File: config.mk
export PLATFORM = sky130hd
export DESIGN_NAME = hazard_ctrl
export DESIGN_NICKNAME = d
export VERILOG_FILES = /design/src/rtl/hazard_ctrl_pkg.sv /design/src/rtl/hazard_perf_cnt.sv /design/src/rtl/hazard_ctrl.sv
export SDC_FILE = /design/constraint.sdc
export NUM_CORES = 1
export LEC_CHECK = 0
export ABC_AREA = 1
export BUFFER_PORTS_ARGS = -buffer_cell sky130_fd_sc_hd__buf_2
export CORE_ASPECT_RATIO = 0.8
export CORE_MARGIN = 3
export CORE_UTILIZATION = 51
export CTS_BUF_LIST = sky130_fd_sc_hd__clkbuf_8
export DETAILED_ROUTE_END_ITERATION = 16
export PLACE_DENSITY = 0.93
export SETUP_SLACK_MARGIN = 0.02
export SYNTH_ARGS = -nofsm -noshare
export SYNTH_HDL_FRONTEND = slang
export SYNTH_SLANG_ARGS = --single-unit
File: constraint.sdc
create_clock -name clk -period 1.7 [get_ports clk]
set_input_delay 0.085 -clock clk [delete_from_list [all_inputs] [get_ports clk]]
set_output_delay 0.085 -clock clk [all_outputs]
set_load 0.02 [all_outputs]
File: src/rtl/hazard_ctrl_pkg.sv
// Purpose: shared types and constants for the pipeline hazard controller.
// Latency: n/a (types, constants and a helper function only).
// Backpressure: n/a.
package hazard_ctrl_pkg;

  typedef enum logic [1:0] {
    HZ_STARTUP,
    HZ_RUN,
    HZ_MEM_WAIT
  } hz_state_t;

  localparam logic [6:0] OPC_LOAD = 7'b0000011;

  // Larger of two sizing parameters; used to size the shared cycle counter.
  function automatic int hz_max(input int a, input int b);
    return (a > b) ? a : b;
  endfunction

endpackage

File: src/rtl/hazard_perf_cnt.sv
// Purpose: free-running stall / redirect-flush event counters for the hazard controller.
// Latency: a counter reflects an event one cycle after the event cycle; wraps at 2^CNT_W.
// Backpressure: none; it counts every qualified cycle and never stalls anything.
module hazard_perf_cnt #(
  parameter int CNT_W = 32
) (
  input  logic             clk,
  input  logic             rst_n,
  input  logic             stall_inc,
  input  logic             flush_inc,
  output logic [CNT_W-1:0] perf_stall_cnt,
  output logic [CNT_W-1:0] perf_flush_cnt
);

  // Count qualified stall and redirect-flush cycles, wrapping naturally.
  always_ff @(posedge clk or negedge rst_n) begin
    if (!rst_n) begin
      perf_stall_cnt <= '0;
      perf_flush_cnt <= '0;
    end else begin
      if (stall_inc) perf_stall_cnt <= perf_stall_cnt + CNT_W'(1);
      if (flush_inc) perf_flush_cnt <= perf_flush_cnt + CNT_W'(1);
    end
  end

endmodule

File: src/rtl/hazard_ctrl.sv
// Purpose: stall/flush sequencing for the 5-stage pipe (reset drain, mem waits, load-use, redirects).
//          Optional perf counters compiled in with `define HAZARD_PERF_CNT_EN.
// Latency: stall/flush outputs are combinational from state + inputs; mem_timeout is registered.
// Backpressure: a pending data access (mem_req && !mem_ready) freezes PC..EX/MEM and bubbles MEM/WB.
module hazard_ctrl
  import hazard_ctrl_pkg::*;
#(
  parameter int RST_FLUSH_CYCLES = 2,
  parameter int MEM_TIMEOUT      = 64,
  parameter int CNT_W            = 32
) (
  input  logic       clk,
  input  logic       rst_n,
  input  logic [4:0] id_rs1,
  input  logic [4:0] id_rs2,
  input  logic       id_use_rs1,
  input  logic       id_use_rs2,
  input  logic [4:0] ex_rd,
  input  logic [6:0] ex_opcode,
  input  logic       ex_redirect,
  input  logic       mem_req,
  input  logic       mem_ready,
  output logic       pc_stall,
  output logic       if_id_stall,
  output logic       if_id_flush,
  output logic       id_ex_stall,
  output logic       id_ex_flush,
  output logic       ex_mem_stall,
  output logic       mem_wb_flush,
  output logic       mem_timeout
`ifdef HAZARD_PERF_CNT_EN
  ,
  output logic [CNT_W-1:0] perf_stall_cnt,
  output logic [CNT_W-1:0] perf_flush_cnt
`endif
);

  // One counter serves both the startup drain and the mem-wait timeout.
  localparam int CW = $clog2(hz_max(RST_FLUSH_CYCLES, MEM_TIMEOUT) + 1);
  localparam logic [CW-1:0] STARTUP_LAST = CW'(RST_FLUSH_CYCLES - 1);
  localparam logic [CW-1:0] TIMEOUT_V    = CW'(MEM_TIMEOUT);

  hz_state_t       state;
  logic [CW-1:0]   cnt;
  logic            mem_stall;
  logic            load_use;
  logic            rs1_hit;
  logic            rs2_hit;

  // Hazard detection terms; rd==x0 never creates a dependency.
  always_comb begin
    rs1_hit   = id_use_rs1 && (id_rs1 == ex_rd);
    rs2_hit   = id_use_rs2 && (id_rs2 == ex_rd);
    load_use  = (ex_opcode == OPC_LOAD) && (ex_rd != 5'd0) && (rs1_hit || rs2_hit);
    mem_stall = ((state == HZ_RUN) && mem_req && !mem_ready) ||
                ((state == HZ_MEM_WAIT) && !mem_ready);
  end

  // Output decode: startup drain, then mem stall > redirect > load-use.
  always_comb begin
    pc_stall     = 1'b0;
    if_id_stall  = 1'b0;
    if_id_flush  = 1'b0;
    id_ex_stall  = 1'b0;
    id_ex_flush  = 1'b0;
    ex_mem_stall = 1'b0;
    mem_wb_flush = 1'b0;
    if (state == HZ_STARTUP) begin
      pc_stall     = 1'b1;
      if_id_flush  = 1'b1;
      id_ex_flush  = 1'b1;
      mem_wb_flush = 1'b1;
    end else if (mem_stall) begin
      // EX is frozen here, so a redirect in EX is simply presented again on release.
      pc_stall     = 1'b1;
      if_id_stall  = 1'b1;
      id_ex_stall  = 1'b1;
      ex_mem_stall = 1'b1;
      mem_wb_flush = 1'b1;
    end else if (ex_redirect) begin
      if_id_flush  = 1'b1;
      id_ex_flush  = 1'b1;
    end else if (load_use) begin
      // Single bubble: next cycle the load is in MEM and forwarding covers the use.
      pc_stall     = 1'b1;
      if_id_stall  = 1'b1;
      id_ex_flush  = 1'b1;
    end
  end

  // Sequencing FSM with the cycle counter and sticky timeout flag.
  always_ff @(posedge clk or negedge rst_n) begin
    if (!rst_n) begin
      state       <= HZ_STARTUP;
      cnt         <= '0;
      mem_timeout <= 1'b0;
    end else begin
      case (state)
        HZ_STARTUP: begin
          if (cnt == STARTUP_LAST) begin
            state <= HZ_RUN;
            cnt   <= '0;
          end else begin
            cnt <= cnt + CW'(1);
          end
        end
        HZ_RUN: begin
          if (mem_req && !mem_ready) begin
            state <= HZ_MEM_WAIT;
            cnt   <= CW'(1);
          end
        end
        HZ_MEM_WAIT: begin
          if (mem_ready) begin
            state <= HZ_RUN;
            cnt   <= '0;
          end else begin
            // Keep waiting forever; the flag only reports the overrun.
            if (cnt != TIMEOUT_V) cnt <= cnt + CW'(1);
            if (cnt == TIMEOUT_V) mem_timeout <= 1'b1;
          end
        end
        default: begin
          state <= HZ_STARTUP;
          cnt   <= '0;
        end
      endcase
    end
  end

`ifdef HAZARD_PERF_CNT_EN
  logic stall_inc;
  logic flush_inc;

  // Count only post-startup stalls and redirects that actually flush.
  always_comb begin
    stall_inc = (state != HZ_STARTUP) && pc_stall;
    flush_inc = (state != HZ_STARTUP) && !mem_stall && ex_redirect;
  end

  hazard_perf_cnt #(
    .CNT_W(CNT_W)
  ) u_perf (
    .clk           (clk),
    .rst_n         (rst_n),
    .stall_inc     (stall_inc),
    .flush_inc     (flush_inc),
    .perf_stall_cnt(perf_stall_cnt),
    .perf_flush_cnt(perf_flush_cnt)
  );
`endif

endmodule

# == After elaboration in Yosys (flattened, before gate mapping) ==
# Cells that the tools add are included.
# totals
out_inout_bits,8
input_bits,29
ff_bits,10
wordCells,56
# classes
n_reduce_logical,16
n_mux,23
n_bitwise,1
addsub,1
eq_ne,12
# op_table
cell,count
7-bit two-way mux,4
7-bit one-hot mux with 3 select lines,1
1-bit two-way mux,14
5-bit == test,2
1-bit logical AND,8
"7-bit by 1-bit adder with 7-bit output, second input constant",1
"7-bit by 1-bit == test with 1-bit output, second input constant",1
"7-bit by 2-bit == test with 1-bit output, second input constant",1
"7-bit == test, second input constant",1
"7-bit inequality test, second input constant",1
2-bit two-way mux,3
2-bit one-hot mux with 3 select lines,1
3-bit AND reduction,2
5-bit nonzero test,1
"2-bit by 1-bit inequality test with 1-bit output, second input constant",2
"3-bit by 2-bit inequality test with 1-bit output, second input constant",1
"2-bit by 1-bit == test with 1-bit output, second input constant",1
"2-bit == test, second input constant",1
2-bit logical NOT,1
1-bit logical OR,2
"2-bit inequality test, second input constant",1
2-bit AND reduction,1
1-bit logical NOT,1
1-bit inverter,1

# == Depth between registers and ports, before layout ==
# depth
depth_word,8
depth_mapped,8
ltp_nobuf,8

# == Least setup slack after synthesis ==
# No wires, ideal clock.
# synth_path
kind,reg2out
from,register state[1]
to,output port id_ex_flush
setup_slack_ps,393
n_path_buf,0
required_ps,1615
arrival_time_ps,1222
stages_incl_launch_ff,6
path_cell_list,dfrtp_1 -> nand2_4 -> nor2_4 -> a31oi_4 -> inv_1 -> o21ai_2
# synth_between
elab_chain_len,6
word_cells_on_any_way,9
cone_classes,2 x eq/ne; 2 x mux; 5 x reduce/logical
# synth_lines
element,line,rtl
"start, declared",hazard_ctrl.sv:43,hz_state_t state;
"start signal, assigned",hazard_ctrl.sv:94,state <= HZ_STARTUP;
"start signal, assigned",hazard_ctrl.sv:101,state <= HZ_RUN;
"start signal, assigned",hazard_ctrl.sv:109,state <= HZ_MEM_WAIT;
2-bit by 1-bit == test with 1-bit output,hazard_ctrl.sv:55,mem_stall = ((state == HZ_RUN) && mem_req && !mem_ready) ||
1-bit logical AND (2 in a row),hazard_ctrl.sv:55,
1-bit logical OR,hazard_ctrl.sv:55,
1-bit two-way mux,hazard_ctrl.sv:73,end else if (mem_stall) begin
1-bit two-way mux *,hazard_ctrl.sv:68,if (state == HZ_STARTUP) begin
"end, declared",hazard_ctrl.sv:27,"output logic id_ex_flush,"
# Every way passes the cells marked *; elsewhere a longest branch is shown, timed or not.

# == Worst setup path after layout ==
# Ends and elaborated chain as after synthesis.

==> flow_summary.ini <==
[clock_network]
cts_tree = built
insertion_delay_ns = 0.24
cts-root-buf = clkbuf_8
clk_pin_slew_ns = 0.05
numCtsBuffers = 3
cts_num_sinks = 10
clockBufferDepth = 2
h-tree-depth = 1
cts_resized = 0

[pwr]
p_per_area_nw_per_um2 = 1230
ir_drop_v = 0.00141
p_leak_nw = 0.798

[synth]
synth-seq-area-share = 0.243
syn-num-nets = 192
synthCells = 160
synth_area_um2 = 1030
yosysUniqueCellTypes = 28
synth.largest_area_cell = dfrtp_1
synth_area_leaders = dfrtp_1 24%, nand2_1 17%, inv_1 8.4%, nand3_1 7.3%, nor2_1 5.8%
netlist.area_leader.share = 0.243
syn_avg_cell_area_um2 = 6.44
ys_ff_latch = 10
synth_warnings = 0

[layout]
seqCellArea_um2 = 250
fillers = 136
area_growth_pct = 26.1
insertedDiodeCount = 0
mostFrequentLayoutCells = 46 x nand2_1, 36 x buf_2, 23 x inv_1
final_util = 0.740
drive_gt1_frac = 0.363
multiInputGateArea_um2 = 632
nets = 234
final_common_cell = nand2_1

[global_routing]
overflow = 0
grt_pass1_wl_mm = 4.95
grt_usage = 0.248
grt_pass1_vias = 1162
grt_max_degree = 11
antenna_found_initial = 0

[critical_path]
max_stage_delay_ns = 0.44
rr_startpoint = cnt[0]
path_max_fanout = 5
cp.arrival_ns = 1.52
cpMaxStageDelayCell = dfrtp_1
r2r_slack_ns = 0.22
crit_buf_inv = 2
critPathTopFamily = flip-flops
r2r-end = cnt[6]
rr_worst_depth = 8
path_cells = nand2_4 > nor2_4 > a31oi_4 > inv_1 > o21ai_2 > buf_2
crit_required_ns = 1.62
cp-start-kind = flip-flop
cp-end-kind = primary output
path_class = flip-flop to primary output

[sta]
fin_setup_tns_ns = 0
setup_viol = 0
setup_ws_ns = 0.0901
worst_pin_slew_ns = 0.271
min_period_over_period = 0.947
fin_worst_skew_ns = 0.00728
fin_hold_ws_ns = 0.212
period_minus_slack_ns = 1.61
drv_slew = 0
hold_viol = 0
relSlewSlack = 0.819
max_freq_mhz = 621
rsz0062_at_grt = no

[die]
fp-row-count = 13
die_w_um = 56.3
core_area_um2 = 1760
chipHeight_um = 46.2
start_util = 0.587
dieArea_um2 = 2600
io_pins = 37

[min_path]
hold_path.class = primary input to flip-flop
min_from = mem_ready
whs_endpoint = mem_timeout
hold_path_depth = 4

[route]
vias = 1228
drc_errors = 0
drtIter0Drc = 97
drt_pass1_iterations = 5
routed_via_density = 5.51
ant_nets = 0
wl_mm = 3.08
wl_per_cell_um = 13.8

[place]
port_buffers = 36
dpl_worst_slack_ns = 0.264
dpl.hpwl_mm = 2.40
gp_congestion = 0.889

[run_status]
outcome = finished clean

[run]
drv_cap = 0
-- how the worst max path moves through the flow --
stage | start | endpoint | slack (ns) | cells past startpoint
final | state[1] | id_ex_flush | 0.09 | 6
after global routing | state[1] | if_id_stall | 0.03 | 6
after CTS | state[0] | id_ex_flush | 0.09 | 6
after detailed placement | cnt[0] | cnt[6] | 0.26 | 8
after global placement | cnt[0] | cnt[0] | 0.40 | 8
after floorplan | state[1] | id_ex_flush | 0.39 | 5
-- registers in the layout (all words and copies together) (netlist names) --
register	flops
cnt	7
state	2
mem_timeout	1
-- per-stage QoR --
step | power [mW] | cells | cell area, µm²
after floorplan | 0.999 | 160 | 1030
after global placement | 1.19 | 217 | 1230
after detailed placement | 1.25 | 217 | 1230
after CTS | 1.56 | 222 | 1290
after global routing | 1.69 | 223 | 1300
final | 1.60 | 223 | 1300
-- per-layer routing --
layer,track usage,routed length (µm),up-vias
met5,0,0,-
met4,0.109,102,0
met3,0.0532,271,24
met2,0.517,1630,77
met1,0.240,1070,548
li1,-,-,579
-- where the power goes --
group          switching [mW]  total, mW  internal (mW)
combinational           0.606      0.921          0.314
sequential             0.0798      0.373          0.293
clock                  0.0982      0.302          0.204
total                   0.784       1.60          0.811
-- tightest hold or removal path: cells and delay by family --
kind	cells	cell delay (ns)
simple gates	3	0.21
buf+inv	1	0.13
-- what timing repair did --
item,in CTS,in global routing
hold buffers,1,0
setup buffers,0,1
hold endpoints to repair,10,0
setup endpoints to repair,0,2
-- area by class of cell --
| class | count | area share |
|---|---|---|
| repair buffers | 39 | 0.158 |
| multi-input cells | 114 | 0.486 |
| flip-flops and latches | 10 | 0.192 |
| inverters | 34 | 0.100 |
| well taps | 22 | 0.0212 |
| clock buffers | 4 | 0.0423 |
-- synthesized netlist by cell type --
| cell | number |
|---|---|
| nand2_1 | 46 |
| inv_1 | 23 |
| nor2_1 | 16 |
| nand3_1 | 15 |
| dfrtp_1 | 10 |
| inv_2 | 9 |
| nand2_2 | 6 |
| o21ai_2 | 6 |
| nand4_1 | 5 |
| ha_1 | 3 |
| nand2_4 | 2 |
| nor3_1 | 2 |
| o2111ai_1 | 2 |
| a21oi_2 | 1 |
| a31oi_1 | 1 |
| a31oi_4 | 1 |
| buf_4 | 1 |
| buf_6 | 1 |
| clkinv_1 | 1 |
| inv_4 | 1 |
| nand3_2 | 1 |
| nand3b_4 | 1 |
| nor2_2 | 1 |
| nor2_4 | 1 |
| nor3_2 | 1 |
| o211ai_1 | 1 |
| o21ai_1 | 1 |
| xor2_1 | 1 |
-- kinds of logic after synthesis --
logic type / after synthesis / synth area share
DFF: 10 / 0.243
buffers and inverters: 36 / 0.144
and+or+nand+nor: 97 / 0.453
AOI/OAI and AO/OA: 13 / 0.115
adders and majority gates: 3 / 0.0364
xor gates and xnor gates: 1 / 0.00850
No activity file was read; power rests on OpenSTA's default activity.
